`src/rtl/sim_harness_ctrl.sv`:
```
// sim_harness_ctrl: stretched core reset, then commit monitoring with run/halt/timeout status.
// Latency: every output is registered and reflects the cycle presented one edge earlier.
// Backpressure: none; validCommit is sampled every cycle and only acted on in RUN.
//
// Optional feature macro: HARNESS_PC_CHECK_EN (first-commit PC check driving pcError).
// Ports:
//   clk, globalReset            clock and synchronous active-high harness reset
//   validCommit[CH]             per-channel commit valid
//   commitPC[CH*(WIDTH+1)]      channel i PC at [i*(WIDTH+1) +: WIDTH+1]
//   haltPC                      PC whose commit ends the run
//   cpuReset, running           core reset, high while in RUN
//   halted, timeout, pcError    sticky status flags, cleared only by globalReset
//   commitCount, cycleCount     saturating retired-instruction and RUN-cycle counters
module sim_harness_ctrl #(
  parameter int             WIDTH      = 31,
  parameter int             CH         = 2,
  parameter int             RST_CYCLES = 4,
  parameter int             TIMEOUT    = 1024,
  parameter int             CNT_W      = 31,
  parameter logic [WIDTH:0] RESET_PC   = '0
) (
  input  logic                      clk,
  input  logic                      globalReset,
  input  logic [CH-1:0]             validCommit,
  input  logic [CH*(WIDTH+1)-1:0]   commitPC,
  input  logic [WIDTH:0]            haltPC,
  output logic                      cpuReset,
  output logic                      running,
  output logic                      halted,
  output logic                      timeout,
  output logic                      pcError,
  output logic [CNT_W:0]            commitCount,
  output logic [CNT_W:0]            cycleCount
);

  localparam int HOLD_W = (RST_CYCLES > 1) ? $clog2(RST_CYCLES) : 1;
  localparam int WD_W   = $clog2(TIMEOUT);
  localparam int POP_W  = $clog2(CH + 1);

  typedef enum logic [1:0] {HOLD, RUN, HALTED, TIMEDOUT} state_e;

  state_e            state_q;
  logic [HOLD_W-1:0] hold_cnt_q;
  logic [WD_W-1:0]   wd_cnt_q;
  logic              cpu_reset_q, running_q, halted_q, timeout_q;
  logic [CNT_W:0]    commit_cnt_q, cycle_cnt_q;

  logic [POP_W-1:0]  pop_d;
  logic              any_commit_d, halt_hit_d, wd_expire_d;
  logic [CNT_W+1:0]  commit_sum_d;
  logic [CNT_W:0]    commit_cnt_d, cycle_cnt_d;

  // Count asserted channels and look for the halt PC on any of them.
  always_comb begin
    pop_d      = '0;
    halt_hit_d = 1'b0;
    for (int i = 0; i < CH; i++) begin
      if (validCommit[i]) begin
        pop_d = pop_d + POP_W'(1);
        if (commitPC[i*(WIDTH+1) +: WIDTH+1] == haltPC) halt_hit_d = 1'b1;
      end
    end
  end

  assign any_commit_d = |validCommit;
  // Extra carry bit detects overflow so the counter pins at all-ones.
  assign commit_sum_d = {1'b0, commit_cnt_q} + (CNT_W+2)'(pop_d);
  assign commit_cnt_d = commit_sum_d[CNT_W+1] ? '1 : commit_sum_d[CNT_W:0];
  assign cycle_cnt_d  = (&cycle_cnt_q) ? cycle_cnt_q : cycle_cnt_q + (CNT_W+1)'(1);
  assign wd_expire_d  = !any_commit_d && (wd_cnt_q == WD_W'(TIMEOUT - 1));

  always_ff @(posedge clk) begin
    if (globalReset) begin
      state_q      <= HOLD;
      hold_cnt_q   <= '0;
      wd_cnt_q     <= '0;
      cpu_reset_q  <= 1'b1;
      running_q    <= 1'b0;
      halted_q     <= 1'b0;
      timeout_q    <= 1'b0;
      commit_cnt_q <= '0;
      cycle_cnt_q  <= '0;
    end else begin
      case (state_q)
        HOLD: begin
          if (hold_cnt_q == HOLD_W'(RST_CYCLES - 1)) begin
            state_q     <= RUN;
            cpu_reset_q <= 1'b0;
            running_q   <= 1'b1;
          end else begin
            hold_cnt_q <= hold_cnt_q + HOLD_W'(1);
          end
        end
        RUN: begin
          cycle_cnt_q  <= cycle_cnt_d;
          commit_cnt_q <= commit_cnt_d;
          wd_cnt_q     <= any_commit_d ? '0 : wd_cnt_q + WD_W'(1);
          // Halt wins if both ever flag together (a commit also clears the watchdog).
          if (halt_hit_d) begin
            state_q   <= HALTED;
            running_q <= 1'b0;
            halted_q  <= 1'b1;
          end else if (wd_expire_d) begin
            state_q   <= TIMEDOUT;
            running_q <= 1'b0;
            timeout_q <= 1'b1;
          end
        end
        default: begin
          // HALTED / TIMEDOUT hold everything until globalReset.
        end
      endcase
    end
  end

  assign cpuReset    = cpu_reset_q;
  assign running     = running_q;
  assign halted      = halted_q;
  assign timeout     = timeout_q;
  assign commitCount = commit_cnt_q;
  assign cycleCount  = cycle_cnt_q;

`ifdef HARNESS_PC_CHECK_EN
  logic           first_seen_q, pc_error_q;
  logic [WIDTH:0] first_pc_d;

  // Lowest-indexed valid channel holds the oldest commit of the cycle.
  always_comb begin
    first_pc_d = '0;
    for (int i = CH - 1; i >= 0; i--) begin
      if (validCommit[i]) first_pc_d = commitPC[i*(WIDTH+1) +: WIDTH+1];
    end
  end

  always_ff @(posedge clk) begin
    if (globalReset) begin
      first_seen_q <= 1'b0;
      pc_error_q   <= 1'b0;
    end else if (state_q == RUN && any_commit_d && !first_seen_q) begin
      first_seen_q <= 1'b1;
      if (first_pc_d != RESET_PC) pc_error_q <= 1'b1;
    end
  end

  assign pcError = pc_error_q;
`else
  assign pcError = 1'b0;
`endif

endmodule

```
`config.mk`:
```
export PLATFORM = sky130hd
export DESIGN_NAME = sim_harness_ctrl
export DESIGN_NICKNAME = d
export VERILOG_FILES = /design/src/rtl/sim_harness_ctrl.sv
export SDC_FILE = /design/constraint.sdc
export NUM_CORES = 1
export LEC_CHECK = 0
export BUFFER_PORTS_ARGS = -buffer_cell sky130_fd_sc_hd__buf_2
export CORE_ASPECT_RATIO = 0.6
export CORE_MARGIN = 3
export CORE_UTILIZATION = 50
export CTS_CLUSTER_DIAMETER = 150
export DETAILED_ROUTE_END_ITERATION = 8
export PLACE_DENSITY = 0.78
export SLEW_MARGIN = 20
export SYNTH_ARGS = -nofsm -noshare
export SYNTH_HDL_FRONTEND = slang
export SYNTH_SLANG_ARGS = --single-unit
```
`constraint.sdc`:
```
create_clock -name clk -period 4.3 [get_ports clk]
set_clock_uncertainty 0.1 [all_clocks]
set_input_delay 0.86 -clock clk [delete_from_list [all_inputs] [get_ports clk]]
set_output_delay 0.86 -clock clk [all_outputs]
set_load 0.02 [all_outputs]
```
==> results of run 1 <==
==> per-layer routing <==
layer / share of wire / routed length (um) / up-vias / GRT usage
met5: 0 / 0 / - / 0
met4: 0.0076 / 102 / 0 / 0.06017
met3: 0.066 / 895 / 14 / 0.07907
met2: 0.46 / 6206 / 132 / 0.4090
met1: 0.47 / 6296 / 2096 / 0.3663
li1: - / - / 2163 / -
==> placed cells by master (no fill, tap or decap), drive strengths merged, types with 5 or more instances in the layout <==
cell type / n
nand3: 25
o21ai: 13
nor2: 53
nor3: 16
dfxtp: 82
xnor2: 62
clkbuf: 13
nand4: 27
a21oi: 36
inv: 11
buf: 169
nor4: 19
ha: 7
or3: 9
xor2: 59
and4: 11
and3: 5
nand2: 35
==> cells by family after synthesis <==
kind of cell	after synthesis	synth area share
and+or+nand+nor	210	0.2490
xor gates and xnor gates	121	0.2313
DFF	82	0.3583
AOI/OAI and AO/OA	67	0.09667
buffers and inverters	31	0.03386
adders and majority gates	8	0.02348
muxes	3	0.006554
other	1	0.0008184
==> power breakdown <==
part / leakage (nW) / internal, mW / switching (mW) / total (mW)
Clock: 0.133 / 0.404 / 0.296 / 0.700
Combinational: 1.52 / 0.122 / 0.154 / 0.276
Sequential: 0.661 / 0.787 / 0.0256 / 0.813
==> through the flow <==
stage / setup slack [ns] / cells / total power, mW
floorplan: 1.062 / 523 / 0.9853
global placement: 0.6314 / 784 / 1.084
detailed placement: 0.5029 / 784 / 1.100
CTS: 0.8478 / 800 / 1.792
global route: 0.6466 / 800 / 1.858
finish: 0.8199 / 800 / 1.788
==> state kept, by name, indices dropped and copies added, names as in the netlist <==
| signal | cells |
|---|---|
| commitCount | 32 |
| cpuReset | 1 |
| cycleCount | 32 |
| halted | 1 |
| hold_cnt_q | 2 |
| running | 1 |
| state_q | 2 |
| timeout | 1 |
| wd_cnt_q | 10 |
==> synth_stat cells (2+ instances only) <==
cell type,n
inv_1,11
nor4_1,17
a21oi_1,27
and2_1,2
mux2i_1,3
buf_6,4
nand2_1,35
clkbuf_1,11
nor4_2,2
nand3_1,23
o21a_1,2
nor2_1,53
nand4_1,26
nor3b_1,2
dfxtp_1,82
ha_1,7
and3_1,5
xnor2_1,62
or3_1,8
o21ai_0,10
a311oi_1,3
a21oi_2,9
and4_1,10
nor3_1,16
buf_1,2
a211oi_1,3
xor2_1,59
o21ai_1,3
buf_4,2
a31oi_1,3
==> worst register-to-register path: stages (launching register included) <==
cell     delay, ns
dfxtp_1       0.38
ha_1          0.18
inv_1         0.05
fa_1          0.37
nor3b_2       0.29
and3_1        0.36
nand2_1       0.14
or3_1         0.53
buf_4         0.28
a21oi_1       0.17
==> cell type report <==
class                      count  area (um2)
inverter                      11       41.29
tap                          112       140.1
fill                         764        2994
clock inverter                 3       15.01
sequential                    82        1642
timing repair buffer         169       850.8
clock buffer                  13       250.2
multi-input combinational    410        2785
==> final timing paths <==
path                                     from                      endpoint  slack (ns)  depth (start not counted)
setup / recovery               validCommit[0]  commitCount[15]$_SDFFE_PP0P_        0.82                         12
hold / removal          cpuReset$_SDFFE_PP1P_         cpuReset$_SDFFE_PP1P_        0.36                          2
setup reg to reg  commitCount[0]$_SDFFE_PP0P_  commitCount[15]$_SDFFE_PP0P_        1.37                          9
hold reg to reg         cpuReset$_SDFFE_PP1P_         cpuReset$_SDFFE_PP1P_        0.36                          2
==> results.json, run 1 <==
{
  "outcome": "completed",
  "postCtsSetupBuffers": 0,
  "coreArea_um2": 8718,
  "fin_setup_tns_ns": 0,
  "worst_path_max_delay_cell": "or3_1",
  "die-width_um": 129.6,
  "clock_latency_ns": 0.34,
  "grt_pass1_wl_um": 21670,
  "yosys_most_used_dff": "dfxtp_1",
  "fin_util": 0.6566,
  "synth_top_area_frac": 0.3583,
  "wire_per_inst_um": 16.88,
  "antenna_found_initial": 0,
  "crit_chain": "buf_2, inv_1, ha_1, ha_1, inv_1, fa_1, nor3b_2, and3_1, nand2_1, or3_1, buf_4, a21oi_1",
  "design_area_um2": 5724,
  "viasPerCell": 5.506,
  "final_nets": 791,
  "yosysWarningCount": 0,
  "end_kind": "flip-flop",
  "ant_nets": 0,
  "setup_viol": 0,
  "yosysTopAreaCell": "dfxtp_1",
  "cts-buffers-inserted": 9,
  "drc_errors": 0,
  "drive_gt1_frac": 0.2922,
  "start_util": 0.5255,
  "netlist_area_um2": 4582,
  "postCtsHoldBufs": 0,
  "cellLeakagePower_nw": 2.317,
  "ioPinCount": 169,
  "vias": 4405,
  "postPlaceCellArea_um2": 5459,
  "row_count": 26,
  "cts_tree": "done",
  "p_per_area_nw_per_um2": 312.4,
  "peakVddDrop_mv": 0.2347,
  "max_slew_margin": 0.3295,
  "rsz0062_at_grt": "no",
  "period_minus_slack_ns": 3.480,
  "crit_type": "in -> reg",
  "seq_area_frac_synth": 0.3583,
  "ys_top_cells_by_area": "dfxtp_1 36%, xnor2_1 12%, xor2_1 11%",
  "cts_resized": 0,
  "cp.arrival_ns": 3.64,
  "root_buffer": "clkbuf_16",
  "fmaxAchievable_ghz": 0.2873,
  "hold_viol_final": 0,
  "globalRouteOverflowTotal": 0,
  "tightest_slew_ns": 0.9927,
  "gp_congestion": 0.9024,
  "clkSlewWorstSetupHoldPaths_ns": 0.06,
  "syn2layout_area_growth_pct": 24.93,
  "clockBufferDepth": 2,
  "dr.pass1.iters": 5,
  "grt_pass1_vias": 4333,
  "cp_slowest_stage_delay_ns": 0.53,
  "track_usage": 0.2653,
  "maxCapViolations": 0,
  "crit_path_start_kind": "input port",
  "htreeDepth": 3,
  "synthCells": 523,
  "io_buffers": 167,
  "critPathTopFamily": "simple AND/OR/NAND/NOR gates",
  "path_buf_inv": 4,
  "cts_sinks": 82,
  "drt-initial-drc-count": 330,
  "drt_wl_total_um": 13500,
  "crit_fanout": 19,
  "hold_class": "reg -> reg",
  "diodes": 0,
  "grt_max_degree": 45,
  "dp_hpwl_um": 10610,
  "whs_ns": 0.3568,
  "timing.final.crit_share": 0.8093,
  "drv_slew": 0,
  "syn_avg_cell_area_um2": 8.761,
  "synth_edf_count": 0,
  "async_reset_ff_frac": 0,
  "synth_cell_types": 51,
  "critPathRequiredTime_ns": 4.46,
  "syn-num-nets": 631,
  "die_height_um": 80.15,
  "die-area_um2": 10390,
  "ys_ff_latch": 82
}
Note: power is estimated with default switching activity, not from simulation.
==> run 2, diff against run 1 <==
--- a/config.mk
+++ b/config.mk
@@ -5,13 +5,14 @@
 export SDC_FILE = /design/constraint.sdc
 export NUM_CORES = 1
 export LEC_CHECK = 0
+export ABC_AREA = 1
 export BUFFER_PORTS_ARGS = -buffer_cell sky130_fd_sc_hd__buf_2
 export CORE_ASPECT_RATIO = 0.6
 export CORE_MARGIN = 3
-export CORE_UTILIZATION = 50
+export CORE_UTILIZATION = 47
 export CTS_CLUSTER_DIAMETER = 150
 export DETAILED_ROUTE_END_ITERATION = 8
-export PLACE_DENSITY = 0.78
+export PLACE_DENSITY = 0.74
 export SLEW_MARGIN = 20
 export SYNTH_ARGS = -nofsm -noshare
 export SYNTH_HDL_FRONTEND = slang
==> constraint.sdc (replaced) <==
create_clock -name clk -period 3.2 [get_ports clk]
set_clock_uncertainty 0.1 [all_clocks]
set_input_delay 0.64 -clock clk [delete_from_list [all_inputs] [get_ports clk]]
set_output_delay 0.64 -clock clk [all_outputs]
set_load 0.02 [all_outputs]
==> run 2 against run 1 <==
- count of clock-buffer cells in the layout shrank 3
- global-route usage shrank 1.7 points
- hold slack lost 0.0061 ns
- critical path type unchanged
==> results.json, run 2 <==
{
  "synth_top_area_frac": 0.3000,
  "whs_ns": 0.3506,
  "postCtsHoldBufs": 0,
  "syn-num-nets": 979,
  "swShare": 0.2608,
  "cp.arrival_ns": 3.01,
  "internal_power_mw": 2.000,
  "ys_top_cells_by_area": "dfxtp_1 30%, nand2_1 16%, inv_1 8.2%",
  "synth_xor_area_frac": 0.09444,
  "worst_path_max_delay_cell": "fa_1",
  "mostFrequentLayoutCells": "238 x nand2_1, 167 x buf_2, 119 x inv_1, 102 x nor2_1, 82 x dfxtp_1",
  "final.setup.worst_slack_ns": 0.3780,
  "grt_pass1_vias": 5175,
  "fin_setup_tns_ns": 0,
  "seq_area_frac_synth": 0.3000,
  "crit_path_start_kind": "input port",
  "drv_slew": 0,
  "viasPerCell": 5.038,
  "synth_common_cells": "238 x nand2_1, 119 x inv_1, 102 x nor2_1",
  "p_clk_frac": 0.446,
  "io_buffers": 167,
  "drive_gt1_frac": 0.2117,
  "track_usage": 0.2485,
  "die-width_um": 145.3,
  "design_area_um2": 6809,
  "cts_resized": 0,
  "ant_nets": 0,
  "cts_tree": "done",
  "synth_mux_area_frac": 0,
  "critPathTopFamily": "simple AND/OR/NAND/NOR gates",
  "fin_util": 0.6214,
  "power_frac_comb": 0.155,
  "end_kind": "flip-flop",
  "yosysTopAreaCell": "dfxtp_1",
  "cts_sinks": 82,
  "synth-simple-area-share": 0.3737,
  "period_minus_slack_ns": 2.822,
  "postCtsSetupBuffers": 0,
  "synth_edf_count": 0,
  "critPathRequiredTime_ns": 3.39,
  "path_buf_inv": 4,
  "ys_ff_latch": 82,
  "crit_fanout": 21,
  "clkSlewWorstSetupHoldPaths_ns": 0.06,
  "root_buffer": "clkbuf_16",
  "grt_max_degree": 47,
  "globalRouteOverflowTotal": 0,
  "grt_pass1_wl_um": 26190,
  "fmaxAchievable_ghz": 0.3544,
  "yosys_most_used_dff": "dfxtp_1",
  "p_per_area_nw_per_um2": 397.3,
  "async_reset_ff_frac": 0,
  "clock_latency_ns": 0.34,
  "vias": 6040,
  "hold_class": "reg -> reg",
  "crit_chain": "buf_2, inv_1, ha_1, ha_1, inv_1, fa_1, nor2_4, nand2_2, nor2_4, nand2_4, nor3_4, nand2_2, nor2_4, nand2_4, nand3_1, nand2_1, inv_1",
  "peakVddDrop_mv": 0.3094,
  "synth_top_family_by_area": "simple AND/OR/NAND/NOR gates",
  "crit_type": "in -> reg",
  "synth-compound-area-share": 0.1116,
  "coreArea_um2": 10960,
  "power.total_mw": 2.705,
  "diodes": 0,
  "cts-buffers-inserted": 9,
  "row_count": 29,
  "synthCells": 871,
  "ioPinCount": 169,
  "antenna_found_initial": 0,
  "layout_commonest_cell": "nand2_1",
  "p_seq_frac": 0.399,
  "die-area_um2": 13010,
  "timing.final.crit_share": 0.8819,
  "cp_slowest_stage_delay_ns": 0.42,
  "synth_cell_types": 35,
  "netlist_area_um2": 5471,
  "hold_viol_final": 0,
  "yosysWarningCount": 0,
  "cellLeakagePower_nw": 3.139,
  "setup_viol": 0,
  "syn2layout_area_growth_pct": 24.45,
  "instances_no_fill": 1199,
  "synthAdderAreaFrac": 0.01967,
  "drt_wl_total_um": 16670,
  "dp.cells": 1183,
  "syn_avg_cell_area_um2": 6.282,
  "synth_most_common_cell": "nand2_1",
  "die_height_um": 89.58,
  "start_util": 0.4993,
  "drc_errors": 0,
  "tightest_slew_ns": 0.7654,
  "htreeDepth": 3,
  "post-place-ws_ns": 0.03549,
  "wire_per_inst_um": 13.90,
  "clockBufferDepth": 2,
  "dp_hpwl_um": 13070,
  "final_nets": 1147,
  "p_switching_mw": 0.7055,
  "max_slew_margin": 0.4858,
  "dr.pass1.iters": 5,
  "outcome": "completed",
  "drt-initial-drc-count": 661,
  "maxCapViolations": 0,
  "postPlaceCellArea_um2": 6457,
  "rsz0062_at_grt": "no",
  "gp_congestion": 0.9411
}
## run 2: cell families (layout without fill, tap and decap cells)
family | count (synthesis) | in the layout
simple gates | 469 | 469
buf+inv | 138 | 311
compound gates | 114 | 114
flops | 82 | 82
xor+xnor | 59 | 59
fa+ha+maj | 8 | 8
other cells | 1 | 1
## run 2: worst paths after layout
check | from | slack (ns) | depth (start not counted) | end
max reg2reg | commitCount[0]$_SDFFE_PP0P_ | 0.74 | 14 | commitCount[17]$_SDFFE_PP0P_
min | halted$_SDFFE_PP0P_ | 0.35 | 2 | halted$_SDFFE_PP0P_
max | validCommit[1] | 0.38 | 17 | commitCount[17]$_SDFFE_PP0P_
min reg2reg | halted$_SDFFE_PP0P_ | 0.35 | 2 | halted$_SDFFE_PP0P_
## run 2: power groups by stage
stage / clock network (mW) / logic [mW] / registers, mW
2_1_floorplan: 0 / 0.253 / 1.11
5_1_grt: 1.26 / 0.484 / 1.08
3_3_place_gp: 0 / 0.413 / 1.10
6_report: 1.21 / 0.419 / 1.08
3_5_place_dp: 0 / 0.414 / 1.10
4_1_cts: 1.22 / 0.417 / 1.08
## run 2: worst register-to-register path, stage by stage (launching register included)
cell     delay [ns]
dfxtp_1        0.36
ha_1           0.18
inv_1          0.05
fa_1           0.42
nor2_4         0.16
nand2_2        0.09
nor2_4         0.14
nand2_4        0.08
nor3_4         0.15
nand2_2        0.10
nor2_4         0.12
nand2_4        0.20
nand3_1        0.14
nand2_1        0.05
inv_1          0.05
## run 2: cell type report
class,count,area (um2)
multi-input cells,651,3283
flip-flops and latches,82,1642
clock buffers,10,239.0
well taps,155,193.9
repair buffers,173,880.8
fillers,1073,4149
clock inverters,6,112.6
inverters,122,457.9
## run 2: routing by layer
metal,part of all wire,global-route usage,wire (um)
met5,0,0,0
met4,0.0070,0.04479,116
met3,0.098,0.05416,1635
met2,0.38,0.3442,6290
met1,0.52,0.3920,8628
